### src/rtl/ram_port_arbiter.sv
// rtl/ram_port_arbiter.sv - round-robin IF/LS arbiter sequencing a fixed-latency RAM port
module ram_port_arbiter #(
    parameter int ADDR_W = 10,
    parameter int DATA_W = 16,
    parameter int RD_LAT = 1
) (
    input  logic              clk,
    input  logic              reset,
    input  logic              if_req,
    input  logic [ADDR_W-1:0] if_addr,
    output logic              if_ack,
    output logic [DATA_W-1:0] if_rdata,
    input  logic              ls_req,
    input  logic              ls_we,
    input  logic [ADDR_W-1:0] ls_addr,
    input  logic [DATA_W-1:0] ls_wdata,
    output logic              ls_ack,
    output logic [DATA_W-1:0] ls_rdata,
    output logic              ram_en,
    output logic              ram_we,
    output logic [ADDR_W-1:0] ram_addr,
    output logic [DATA_W-1:0] ram_wdata,
    input  logic [DATA_W-1:0] ram_rdata,
    output logic              busy,
    output logic              last_grant
);

    if (RD_LAT < 1 || RD_LAT > 3) begin : g_bad_rd_lat
        $error("ram_port_arbiter: RD_LAT must be in 1..3");
    end

    typedef enum logic [1:0] {
        S_IDLE  = 2'd0,
        S_ISSUE = 2'd1,
        S_WAIT  = 2'd2,
        S_DONE  = 2'd3
    } state_e;

    state_e              state_q, state_d;
    logic [1:0]          cnt_q, cnt_d;
    logic                owner_q, owner_d;   // 0 = IF, 1 = LS
    logic                we_q, we_d;
    logic                grant, grant_ls, capture;

    logic                ram_en_q, ram_en_d;
    logic                ram_we_q, ram_we_d;
    logic [ADDR_W-1:0]   ram_addr_q, ram_addr_d;
    logic [DATA_W-1:0]   ram_wdata_q, ram_wdata_d;
    logic                if_ack_q, if_ack_d;
    logic                ls_ack_q, ls_ack_d;
    logic [DATA_W-1:0]   if_rdata_q, if_rdata_d;
    logic [DATA_W-1:0]   ls_rdata_q, ls_rdata_d;
    logic                busy_q, busy_d;
    logic                last_grant_q, last_grant_d;

    always_ff @(posedge clk) begin
        if (reset) begin
            state_q      <= S_IDLE;
            cnt_q        <= 2'd0;
            owner_q      <= 1'b0;
            we_q         <= 1'b0;
            ram_en_q     <= 1'b0;
            ram_we_q     <= 1'b0;
            ram_addr_q   <= '0;
            ram_wdata_q  <= '0;
            if_ack_q     <= 1'b0;
            ls_ack_q     <= 1'b0;
            if_rdata_q   <= '0;
            ls_rdata_q   <= '0;
            busy_q       <= 1'b0;
            last_grant_q <= 1'b1;
        end else begin
            state_q      <= state_d;
            cnt_q        <= cnt_d;
            owner_q      <= owner_d;
            we_q         <= we_d;
            ram_en_q     <= ram_en_d;
            ram_we_q     <= ram_we_d;
            ram_addr_q   <= ram_addr_d;
            ram_wdata_q  <= ram_wdata_d;
            if_ack_q     <= if_ack_d;
            ls_ack_q     <= ls_ack_d;
            if_rdata_q   <= if_rdata_d;
            ls_rdata_q   <= ls_rdata_d;
            busy_q       <= busy_d;
            last_grant_q <= last_grant_d;
        end
    end

    // On a tie the winner is the requester that was not granted last.
    always_comb begin
        state_d  = state_q;
        cnt_d    = cnt_q;
        grant    = 1'b0;
        grant_ls = 1'b0;
        case (state_q)
            S_IDLE: begin
                if (if_req || ls_req) begin
                    grant    = 1'b1;
                    grant_ls = ls_req && (!if_req || !last_grant_q);
                    state_d  = S_ISSUE;
                end
            end
            S_ISSUE: begin
                if (we_q) begin
                    state_d = S_DONE;
                end else begin
                    cnt_d   = 2'(RD_LAT);
                    state_d = S_WAIT;
                end
            end
            S_WAIT: begin
                cnt_d = cnt_q - 2'd1;
                if (cnt_q == 2'd1) begin
                    state_d = S_DONE;
                end
            end
            S_DONE:  state_d = S_IDLE;
            default: state_d = S_IDLE;
        endcase
    end

    // Outputs are registered, so their next values are derived from the upcoming state.
    always_comb begin
        capture      = (state_q == S_WAIT) && (cnt_q == 2'd1);
        owner_d      = grant ? grant_ls : owner_q;
        we_d         = grant ? (grant_ls && ls_we) : we_q;
        last_grant_d = grant ? grant_ls : last_grant_q;
        ram_en_d     = grant;
        ram_we_d     = grant && grant_ls && ls_we;
        ram_addr_d   = ram_addr_q;
        ram_wdata_d  = ram_wdata_q;
        if (grant) begin
            ram_addr_d = grant_ls ? ls_addr : if_addr;
            if (grant_ls) begin
                ram_wdata_d = ls_wdata;
            end
        end
        if_ack_d   = (state_d == S_DONE) && !owner_q;
        ls_ack_d   = (state_d == S_DONE) && owner_q;
        if_rdata_d = (capture && !owner_q) ? ram_rdata : if_rdata_q;
        ls_rdata_d = (capture && owner_q) ? ram_rdata : ls_rdata_q;
        busy_d     = (state_d != S_IDLE);
    end

    assign ram_en     = ram_en_q;
    assign ram_we     = ram_we_q;
    assign ram_addr   = ram_addr_q;
    assign ram_wdata  = ram_wdata_q;
    assign if_ack     = if_ack_q;
    assign ls_ack     = ls_ack_q;
    assign if_rdata   = if_rdata_q;
    assign ls_rdata   = ls_rdata_q;
    assign busy       = busy_q;
    assign last_grant = last_grant_q;

endmodule

### config.mk
export PLATFORM = sky130hd
export DESIGN_NAME = ram_port_arbiter
export DESIGN_NICKNAME = d
export VERILOG_FILES = /design/src/rtl/ram_port_arbiter.sv
export SDC_FILE = /design/constraint.sdc
export NUM_CORES = 1
export LEC_CHECK = 0
export ABC_AREA = 1
export CORE_UTILIZATION = 42
export CTS_BUF_LIST = sky130_fd_sc_hd__clkbuf_16
export DETAILED_ROUTE_END_ITERATION = 8
export PLACE_DENSITY = 0.8
export SLEW_MARGIN = 20
export SYNTH_ARGS = -nofsm -noshare
export SYNTH_HDL_FRONTEND = slang
export SYNTH_SLANG_ARGS = --single-unit
### constraint.sdc
create_clock -name clk -period 1.9 [get_ports clk]
set_input_delay 0.38 -clock clk [delete_from_list [all_inputs] [get_ports clk]]
set_output_delay 0.38 -clock clk [all_outputs]
set_load 0.02 [all_outputs]
Word-level counts from Yosys, hierarchy flattened
Cells that the tools add are included. Widths: inputs -> output; s select.

$add $sub $neg: 1. Eq/ne operators: 6. Mux-type cells: 11. Reductions and logical operators: 19.

Operators with widths (count): $mux 10 (1); $logic_and 1x1->1 (9); $pmux 2 s4 (1); $eq 2x2->1 const B (3); $mux 2 (3); $mux 1 (5); $eq 2x1->1 const B (2); $pmux 2 s2 (1); $reduce_and 2->1 (2); $reduce_bool 2->1 (2); $logic_not 1->1 (3); $logic_not 2->1 (1); $logic_or 1x1->1 (2); $ne 2x2->1 const B (1); $sub 2x1->2 const B (1).

Bits in registers: 70. Output and inout bits: 64.

Depth between registers and ports, before layout
Gate-level depths: netlist (run 1).

Depth after elaboration: 7. Mapped depth: 9.

Worst setup path after synthesis (run 1)
Ideal clock, no wire load.

Path type: reg2reg. Start point: register state_q[0]. End point: register if_rdata_q[10], in the netlist if_rdata[10]. Library setup time: 0.116 ns. Arrival time: 1.254 ns. Data required time: 1.784 ns. Slack: 0.530 ns. Stages on the path, launching flop included: 9. Buffers on the path: 1. Clock period less this slack: 1.370 ns. Cells stage by stage: dfxtp_1 inv_1 ha_1 nand2_4 nor2_4 inv_2 buf_6 nor2_1 nor2_1.

Longest elaborated chain between the ends: 3.

Ends and longest elaborated chain: start, declared (line 39) `state_e state_q, state_d;`; start signal, assigned (line 73) `state_q <= state_d;`; $eq 2x2->1 (line 125) `capture = (state_q == S_WAIT) && (cnt_q == 2'd1);`; $logic_and 1x1->1 (line 125); $logic_and 1x1->1 (line 141) `if_rdata_d = (capture && !owner_q) ? ram_rdata : if_rdata_q;`; end signal, assigned (line 83) `if_rdata_q <= if_rdata_d;`; end, declared (line 51) `logic [DATA_W-1:0] if_rdata_q, if_rdata_d;`.

Every way passes these cells. A chain may end at the register's enable or synchronous reset.

Worst setup path after layout (run 1)
Start point: register last_grant_q, in the netlist last_grant. End point: output last_grant.

RTL lines: start, declared (line 54) `logic last_grant_q, last_grant_d;`; start signal, assigned (line 86) `last_grant_q <= last_grant_d;`; end, declared (line 25) `output logic last_grant`.

No word-level cell between the ends.

==> results.yml, run 1 <==
logic_synthesis:
  synth_top_area_share_pct: 51.31
  synth.top_cells.by_count: "dfxtp_1, nor2_1, nand2_1, o21ai_0, nand3_1"
  post_synth.cell_area_avg_sq_um: 7.651
  post-synth-top-area-cell: "dfxtp_1"
  yosys-top-cells-area: "dfxtp_1, nor2_1, nand2_1, o21ai_0, nand3_1"
  synth.ff_latch_count: 70
  asyncSetResetFlopFracSynth_pct: 0
  synth.net_count: 419
  ys_warn_count: 0
  synthesis.area_sq_um: 2731
  synth-edff-count: 0
  synthesis.instances: 357
  synthDistinctLibCells: 20
  ys_seq_area_share_pct: 51.31
  synth-main-ff-cell: "dfxtp_1"
  post-synth-top-count-cell: "dfxtp_1"
detailed_routing:
  wl_met2_mm: 3.552
  dr_total_vias: 2815
  post_route_ant_nets: 0
  remaining_drc_errors: 0
  wirelength_mm: 7.605
  vias_per_cell: 5.027
  detail_route.iter0.violations: 112
  routedWlPerCell_um: 13.58
  dr_wl_met3_um: 757
  detailedRoute.firstPassIterationCount: 7
  m1WireLength_mm: 3.189
  highest-signal-layer: "met4"
global_routing:
  grtUsageTotal_pct: 22.99
  grt_pass1_vias: 2592
  antenna_violations_before_repair: 0
  overflow: 0
  global_route_wire_length_before_repair_mm: 11.79
  grt_max_degree: 21
timing:
  worstMarginPinSlew_ps: 473.8
  final-hold-violation-count: 0
  timing.clock.skew_ps: 5.471
  slew_headroom_pct: 68.08
  setup_viol_count_final: 0
  fin_tns_setup_ps: 0
  rsz0062_at_grt: "no"
  finalMaxSlewViolations: 0
  final_period_minus_worst_setup_slack_ps: 1767
  worst_hold_slack_ps: 445.7
  max_clock_freq_mhz: 566.0
  fin_crit_sh_pct: 92.98
clock_tree:
  postCtsSetupRepairBufs: 0
  clk_pin_slew_ps: 50
  clock_path_buffers: 2
  post_cts_resize_count: 0
  hold_buffers: 0
  clk-insertion-delay-late_ps: 320
  ctsRootBufferMaster: "clkbuf_16"
  tritoncts_num_sinks: 70
  clock_tree_from_tritoncts: "done"
  tritoncts.num_buffers: 9
  cts_h_tree_depth: 3
setup_path:
  critical_path_cell_with_the_highest_stage_delay: "clkdlybuf4s50_1"
  setup.worst_path.end_class: "primary output"
  worst-path-buf-inv: 1
  worst_path_dominant_cell_family: "buffers and inverters"
  slowest_delay_ps: 640
  crit_type: "register to primary output"
  crit_chain: "clkdlybuf4s50_1"
  arrival_ps: 1390
  critical_path.max_fanout: 4
  critical_path.startpoint_type: "register"
  worst-endpoint-required_ps: 1520
cells_and_area:
  area.growth.synth_to_final_pct: 58.22
  n_antenna_cell: 0
  nets: 540
  layout-drive-gt1-share_pct: 6.625
floorplanning:
  core_region_area_sq_um: 6314
  ioPinCount: 121
  initial_core_util_pct: 43.26
  die_h_um: 82.64
  rows: 29
  die_w_um: 82.64
  design.die.area_sq_um: 6829
place:
  io_buffer_count: 120
  place.detailed.hpwl_mm: 5.278
  place.gp.congestion: 0.7792
hold_path:
  min-delay-path-class: "register to register"
pwr:
  power_density_nw_per_um2: 1312
  worst_ir_drop_vdd_uv: 782.8
  static-leakage-power_uw: 0.001858
  total_power_uw: 5671
job:
  max_capacitance_violation_count: 0
status:
  run_status: "finished clean"
cell families after synthesis:
| family | after synthesis | synth area share (%) |
|---|---|---|
| AOI/OAI and AO/OA | 63 | 11.96 |
| adders and majority gates | 5 | 2.290 |
| buffers and inverters | 44 | 7.146 |
| DFF | 70 | 51.31 |
| and+or+nand+nor | 175 | 27.30 |
sequential cells by signal (all words and copies together), names as in the netlist:
signal / cells
last_grant: 1
ram_we: 1
busy: 1
ram_en: 1
ls_rdata: 16
owner_q: 1
if_rdata: 16
ram_wdata: 16
we_q: 1
cnt_q: 2
if_ack: 1
ls_ack: 1
ram_addr: 10
state_q: 2
placed cells by master (no fill, tap or decap):
master           netlist  layout
nand4_1                1       1
dfxtp_1               70      70
a21oi_4                1       1
buf_4                  3      10
inv_2                  2       2
bufinv_16              0       2
nor2_4                 3       3
ha_1                   5       5
nand2_4                1       1
clkdlybuf4s50_1        0     120
nand2_1               56      56
nor3_1                14      14
clkinvlp_4             0       1
a21oi_1               18      18
clkinv_1               1       2
inv_1                 21      21
o21ai_1                8       8
o21ai_0               36      36
inv_6                  0       1
clkbuf_16              0       9
nor2_1                69      69
nand3_1               31      31
clkinv_4               0       2
stage by stage:
| step | setup slack [ps] | instances | area (sq um) | util [%] |
|---|---|---|---|---|
| final | 133.3 | 560 | 4322 | 68.45 |
| after detailed placement | 131.6 | 544 | 3999 | 63.34 |
| after global routing | 4.347 | 560 | 4322 | 68.45 |
| after global placement | 165.1 | 544 | 3999 | 63.34 |
| after CTS | 126.6 | 560 | 4322 | 68.45 |
| after floorplan | 529.9 | 357 | 2731 | - |
worst paths after layout:
path	slack [ps]	endpoint	cells past startpoint	start
setup / recovery	130	last_grant	1	last_grant
hold / removal	450	ram_wdata[12]	2	ram_wdata[12]
setup reg to reg	180	ls_rdata[0]	6	state_q[0]
hold reg to reg	450	ram_wdata[12]	2	ram_wdata[12]
power by group:
part	internal, uW	switching (uW)
Clock	1150	634
Sequential	1760	162
Combinational	835	1120
per-layer routing:
metal | global-route usage [%] | up-vias
li1 | - | 1398
met3 | 9.670 | 12
met1 | 27.15 | 1292
met5 | 0 | -
met4 | 7.931 | 0
met2 | 37.30 | 113
cell type report:
| type | instances | area (sq um) |
|---|---|---|
| clock buffers | 9 | 225.2 |
| clock inverters | 7 | 97.59 |
| fillers | 544 | 1992 |
| inverters | 24 | 90.09 |
| multi-input cells | 243 | 1135 |
| flip-flops and latches | 70 | 1401 |
| well taps | 77 | 96.34 |
| repair buffers | 130 | 1276 |
Note: power is estimated with default switching activity, not from simulation.
==> run 2: changes to the inputs <==
--- a/config.mk
+++ b/config.mk
@@ -9,6 +9,7 @@
 export CORE_UTILIZATION = 42
 export CTS_BUF_LIST = sky130_fd_sc_hd__clkbuf_16
 export DETAILED_ROUTE_END_ITERATION = 8
+export GPL_ROUTABILITY_DRIVEN = 0
 export PLACE_DENSITY = 0.8
 export SLEW_MARGIN = 20
 export SYNTH_ARGS = -nofsm -noshare
==> results of run 2 <==
No change in the layout: final DEF, timing and power equal those of run 1.
